**src/rtl/fetch_ctrl_if.sv**
```systemverilog
// Signal bundle of fetch_ctrl: fetch-stage address/data, redirect request and
// the decode-side queue head handshake.
interface fetch_ctrl_if;
    logic [31:0] pc;
    logic [31:0] instA;
    logic [31:0] instB;
    logic        redirect_valid;
    logic [31:0] redirect_pc;
    logic        out_valid;
    logic        out_ready;
    logic [31:0] out_instA;
    logic [31:0] out_instB;
    logic [31:0] out_pc;
    logic        out_validB;
    logic        done;

    modport master (
        output pc, out_valid, out_instA, out_instB, out_pc, out_validB, done,
        input  instA, instB, redirect_valid, redirect_pc, out_ready
    );

    modport slave (
        input  pc, out_valid, out_instA, out_instB, out_pc, out_validB, done,
        output instA, instB, redirect_valid, redirect_pc, out_ready
    );
endinterface

```
**src/rtl/fetch_ctrl.sv**
```systemverilog
// Instruction-pair fetch controller: credit-based issue, a QDEPTH-entry pair
// queue toward decode, end-of-program detection and redirect/flush.
module fetch_ctrl #(
    parameter int unsigned QDEPTH   = 4,
    parameter logic [31:0] RESET_PC = 32'h0
) (
    input logic          clk,
    input logic          rst_n,
    fetch_ctrl_if.master bus
);
    localparam int unsigned PW    = (QDEPTH > 1) ? $clog2(QDEPTH) : 1;
    localparam logic [PW:0] DEPTH = (PW + 1)'(QDEPTH);

    typedef enum logic {
        S_FETCH,
        S_END
    } state_t;

    typedef struct packed {
        logic        valid_b;
        logic [31:0] pc;
        logic [31:0] inst_a;
        logic [31:0] inst_b;
    } entry_t;

    state_t        state;
    logic [31:0]   pc_q;
    logic [31:0]   issue_pc;
    logic          inflight;
    logic [PW-1:0] wr_ptr;
    logic [PW-1:0] rd_ptr;
    logic [PW:0]   count;
    entry_t        mem [QDEPTH];

    entry_t        head;
    logic [PW:0]   used;
    logic          out_valid;
    logic          issue;
    logic          ret_live;
    logic          push;
    logic          pop;

    // NOTE: combinational logic uses blocking '=' and assigns every signal a
    // default first, so no path through the block can infer a latch.
    always_comb begin
        used      = '0;
        out_valid = 1'b0;
        issue     = 1'b0;
        ret_live  = 1'b0;
        push      = 1'b0;
        pop       = 1'b0;

        used      = count + {{PW{1'b0}}, inflight};
        out_valid = (count != '0);
        issue     = (state == S_FETCH) && (used < DEPTH) && !bus.redirect_valid;
        // Returned data only matters while still fetching; a redirect drops it.
        ret_live  = inflight && (state == S_FETCH) && !bus.redirect_valid;
        push      = ret_live && (bus.instA != '0);
        pop       = out_valid && bus.out_ready;
    end

    // NOTE: sequential state uses non-blocking '<=' so every register samples
    // the pre-edge values of the others, independent of statement order.
    always_ff @(posedge clk or negedge rst_n) begin
        if (!rst_n) begin
            state    <= S_FETCH;
            pc_q     <= RESET_PC;
            issue_pc <= '0;
            inflight <= 1'b0;
            wr_ptr   <= '0;
            rd_ptr   <= '0;
            count    <= '0;
        end else if (bus.redirect_valid) begin
            state    <= S_FETCH;
            pc_q     <= {bus.redirect_pc[31:2], 2'b00};
            inflight <= 1'b0;
            wr_ptr   <= '0;
            rd_ptr   <= '0;
            count    <= '0;
        end else begin
            inflight <= issue;
            if (issue) begin
                issue_pc <= pc_q;
                pc_q     <= pc_q + 32'd8;
            end
            if (ret_live && (bus.instA == '0)) begin
                state <= S_END;
            end
            if (push) begin
                wr_ptr <= wr_ptr + 1'b1;
            end
            if (pop) begin
                rd_ptr <= rd_ptr + 1'b1;
            end
            unique case ({push, pop})
                2'b10:   count <= count + 1'b1;
                2'b01:   count <= count - 1'b1;
                default: count <= count;
            endcase
        end
    end

    // NOTE: queue storage has no reset; a slot is only read once count says it
    // was written, and the head outputs are masked to zero while empty.
    always_ff @(posedge clk) begin
        if (push) begin
            mem[wr_ptr] <= '{valid_b: (bus.instB != '0),
                             pc:      issue_pc,
                             inst_a:  bus.instA,
                             inst_b:  bus.instB};
        end
    end

    assign head           = mem[rd_ptr];
    assign bus.pc         = pc_q;
    assign bus.out_valid  = out_valid;
    assign bus.out_instA  = out_valid ? head.inst_a : '0;
    assign bus.out_instB  = out_valid ? head.inst_b : '0;
    assign bus.out_pc     = out_valid ? head.pc : '0;
    assign bus.out_validB = out_valid && head.valid_b;
    assign bus.done       = (state == S_END) && (count == '0) && !inflight;

endmodule

```
**src/flat_wrapper.sv**
```systemverilog
// flat-port wrapper written by rule: the top's interface ports become plain ports
module fetch_ctrl_flat 
#(
    parameter int unsigned QDEPTH   = 4,
    parameter logic [31:0] RESET_PC = 32'h0
)
  (clk, rst_n, bus_pc, bus_out_valid, bus_out_instA, bus_out_instB, bus_out_pc, bus_out_validB, bus_done, bus_instA, bus_instB, bus_redirect_valid, bus_redirect_pc, bus_out_ready);
  fetch_ctrl_if bus_i ();
  input logic clk;
  input logic rst_n;
  output wire logic [$bits(bus_i.pc)-1:0] bus_pc;
  output wire logic [$bits(bus_i.out_valid)-1:0] bus_out_valid;
  output wire logic [$bits(bus_i.out_instA)-1:0] bus_out_instA;
  output wire logic [$bits(bus_i.out_instB)-1:0] bus_out_instB;
  output wire logic [$bits(bus_i.out_pc)-1:0] bus_out_pc;
  output wire logic [$bits(bus_i.out_validB)-1:0] bus_out_validB;
  output wire logic [$bits(bus_i.done)-1:0] bus_done;
  input wire logic [$bits(bus_i.instA)-1:0] bus_instA;
  input wire logic [$bits(bus_i.instB)-1:0] bus_instB;
  input wire logic [$bits(bus_i.redirect_valid)-1:0] bus_redirect_valid;
  input wire logic [$bits(bus_i.redirect_pc)-1:0] bus_redirect_pc;
  input wire logic [$bits(bus_i.out_ready)-1:0] bus_out_ready;
  assign bus_pc = bus_i.pc;
  assign bus_out_valid = bus_i.out_valid;
  assign bus_out_instA = bus_i.out_instA;
  assign bus_out_instB = bus_i.out_instB;
  assign bus_out_pc = bus_i.out_pc;
  assign bus_out_validB = bus_i.out_validB;
  assign bus_done = bus_i.done;
  assign bus_i.instA = bus_instA;
  assign bus_i.instB = bus_instB;
  assign bus_i.redirect_valid = bus_redirect_valid;
  assign bus_i.redirect_pc = bus_redirect_pc;
  assign bus_i.out_ready = bus_out_ready;
  fetch_ctrl #(.QDEPTH(QDEPTH), .RESET_PC(RESET_PC)) u_core (.clk(clk), .rst_n(rst_n), .bus(bus_i));
endmodule
```
**config.mk**
```make
export PLATFORM = sky130hd
export DESIGN_NAME = fetch_ctrl_flat
export DESIGN_NICKNAME = d
export VERILOG_FILES = /design/src/rtl/fetch_ctrl_if.sv /design/src/rtl/fetch_ctrl.sv /design/src/flat_wrapper.sv
export SDC_FILE = /design/constraint.sdc
export NUM_CORES = 1
export LEC_CHECK = 0
export BUFFER_PORTS_ARGS = -buffer_cell sky130_fd_sc_hd__clkbuf_2
export CAP_MARGIN = 10
export CORE_UTILIZATION = 52
export DETAILED_ROUTE_END_ITERATION = 10
export PLACE_DENSITY = 0.88
export SLEW_MARGIN = 10
export SYNTH_ARGS = -nofsm -noshare
export SYNTH_HDL_FRONTEND = slang
export SYNTH_SLANG_ARGS = --single-unit
```
**constraint.sdc**
```tcl
create_clock -name clk -period 3.8 [get_ports clk]
set_clock_uncertainty 0.2 [all_clocks]
set_input_delay 0.57 -clock clk [delete_from_list [all_inputs] [get_ports clk]]
set_output_delay 0.57 -clock clk [all_outputs]
set_load 0.005 [all_outputs]
```
==> impl_metrics.yaml <==
drt:
  drcViolationCount: 0
  vias_per_cell: 5.813
  routed_wl_mm: 38.32
  drtPass1Iterations: 6
  ant_nets: 0
  drt_iter0_markers: 831
  wire_per_inst_um: 22.37
  vias: 9958
floorplanning:
  initial_core_util_pct: 53.45
  io_pins: 231
  coreArea_um2: 33870
  die_w_um: 188.6
  die_area_um2: 35560
  die_y_um: 188.6
  rows: 67
clock_tree:
  cts_buffers: 45
  cts_tree: "done"
  cts.sinks: 449
  clk_pin_slew_worst_paths_ns: 0.06
  clkLatencyLatePin_ns: 0.53
  htreeDepth: 2
  cts_root_buf: "clkbuf_16"
  cts_buffer_depth: 3
  postCtsSetupRepairBufs: 0
timing:
  setup_tns_ns: 0
  slew_headroom_pct: 43.08
  finalHoldViolations: 0
  clock.fmax_mhz: 301.6
  setup_viol: 0
  finalCritPeriodShare_pct: 87.24
  rsz0062_at_grt: "no"
  period_minus_slack_ns: 3.315
  worstMarginPinSlew_ns: 0.8360
  drv_slew: 0
setup_path:
  cp-start-kind: "register"
  end_kind: "output port"
  reg2reg_depth: 8
  critPathBufInv: 2
  cpPeakStageDelay_ns: 0.61
  crit_chain: "or3_4, buf_4, and2_1, clkbuf_2"
  crit_slowest_cell: "buf_4"
  cp_max_fo: 68
  required_ns: 3.03
  cp.depth: 4
  path_class: "register to output port"
  crit_arrival_ns: 2.55
  crit_family: "buffers and inverters"
final_layout:
  finalInstanceArea_um2: 21310
  layout.nets: 1335
  areaGrowthSynthToFinish_pct: 17.69
  mostFrequentLayoutCell: "edfxtp_1"
  fin_util_pct: 62.91
  num_antenna_cells: 0
  final_cell_mix: "380 x edfxtp_1, 223 x clkbuf_2, 97 x and2_1, 95 x mux4_2, 67 x dfrtp_1"
  drive_gt1_share_pct: 35.42
  final.fill_count: 2330
run_status:
  outcome: "finished, final reports clean"
synthesis:
  ys_seq_elements: 449
  yosysWarnings: 0
  ys_types: 53
  synth_edf_count: 380
  syn-mean-instance-area_um2: 18.30
  syn_inst: 989
  async_reset_ff_share_pct: 15.37
  netlist_area_um2: 18100
  seq_area_frac_synth_pct: 72.57
  synthFlopType: "edfxtp_1"
min_path:
  hold_path_class: "input port to register"
  min_path_cells: 3
grt:
  grt_max_degree: 69
  grtUsageTotal_pct: 21.87
  grt_overflow: 0
  first_global_vias: 10340
  grt_first_pass_wirelength_mm: 59.31
  antenna_found_initial: 1
placement:
  place_area_um2: 19850
  dp_hpwl_mm: 23.82
  gp_congestion: 0.8616
  portBuffers: 224
pwr:
  p_leak_nw: 7.470
  peakVddDrop_uv: 367.8
  p_per_area_nw_per_um2: 677.2
job:
  cap_viol_max_count: 0
==> state kept, by name, indices dropped and copies added, names as in the netlist <==
name and cells:
u_core.state 1, u_core.rd_ptr 2, u_core.bus.pc 30, u_core.wr_ptr 2, u_core.issue_pc 30, u_core.inflight 1
u_core.count 3, u_core.mem 380
==> metal layers <==
| metal | wire length (µm) | global-route usage, % |
|---|---|---|
| met2 | 18960 | 35.90 |
| met3 | 2684 | 3.613 |
| met4 | 751 | 5.707 |
| met5 | 0 | 0 |
| met1 | 15920 | 30.72 |
==> area by class of cell <==
class / count / area (µm²) / area share [%]
inverters: 12 / 45.04 / 0.2114
clock inverters: 27 / 254.0 / 1.192
repair buffers: 245 / 1419 / 6.660
multi-input cells: 476 / 4693 / 22.03
clock buffers: 56 / 1189 / 5.579
flip-flops and latches: 449 / 13150 / 61.70
well taps: 448 / 560.5 / 2.631
==> worst min-delay path: stages <==
cell and delay, ns:
clkbuf_2 0.08, nand2_1 0.04, o21ai_1 0.06
==> what timing repair did <==
item / CTS / global route
gates resized for setup: 0 / 0
hold buffers: 1 / 0
endpoints found under the hold margin: 25 / 0
==> synthesized netlist by cell type (12+ instances only) <==
master / number / area, µm²
edfxtp_1: 380 / 11410
and2_1: 97 / 606.8
mux4_2: 95 / 2140
dfrtp_1: 69 / 1727
nand2_1: 51 / 191.4
clkbuf_1: 26 / 97.59
o21ai_1: 25 / 125.1
xnor2_1: 23 / 201.4
nand3_1: 21 / 105.1
mux2_2: 19 / 214.0
nor2_1: 19 / 71.32
buf_2: 18 / 90.09
nor4_1: 17 / 106.4
nand4_1: 13 / 81.33
inv_1: 12 / 45.04
==> through the flow <==
stage                     power [W]  std cells  hold WS, ns  worst slack (ns)
after floorplan            0.008673        992      0.07441            0.7409
final                       0.01443       1713      0.04049            0.4847
after global placement      0.01015       1629       0.2836            0.5444
after CTS                   0.01459       1713      0.02041            0.4312
after global routing        0.01508       1713      0.04159            0.3160
after detailed placement    0.01027       1629       0.2985            0.5343
==> path summary, 6_finish.rpt <==
path / from / end / slack [ns]
hold / removal: bus_redirect_pc[24] / u_core.bus.pc[24]$_DFFE_PN0N_ / 0.04
hold reg to reg: u_core.issue_pc[25]$_DFFE_PN0P_ / u_core.mem[3][89]$_DFFE_PP_ / 0.31
max in group asynchronous: rst_n / u_core.issue_pc[12]$_DFFE_PN0P_ / 2.01
setup reg to reg: u_core.count[0]$_DFFE_PN0P_ / u_core.count[2]$_DFFE_PN0P_ / 0.94
setup / recovery: u_core.count[2]$_DFFE_PN0P_ / bus_out_pc[6] / 0.48
min in group asynchronous: rst_n / u_core.bus.pc[20]$_DFFE_PN0N_ / 0.39
==> logic make-up (layout without fill, tap and decap cells) <==
family / count (synthesis) / after routing / share of synthesized area (%)
other: 1 / 4 / 0.02072
multiplexers: 122 / 122 / 13.55
AND/OR/NAND/NOR: 272 / 272 / 8.985
AO/OA/AOI/OAI: 46 / 46 / 1.452
buffers and inverters: 67 / 340 / 1.700
XOR/XNOR: 26 / 26 / 1.258
flip-flops: 449 / 449 / 72.57
adder cells (fa/ha/maj): 6 / 6 / 0.4562
==> report_power, final <==
part	total, W	switching, W	internal (W)
sequential	0.00647	0.000444	0.00603
combinational	0.00366	0.00186	0.00180
clock	0.00430	0.00179	0.00250
(Power assumes the default switching activity.)
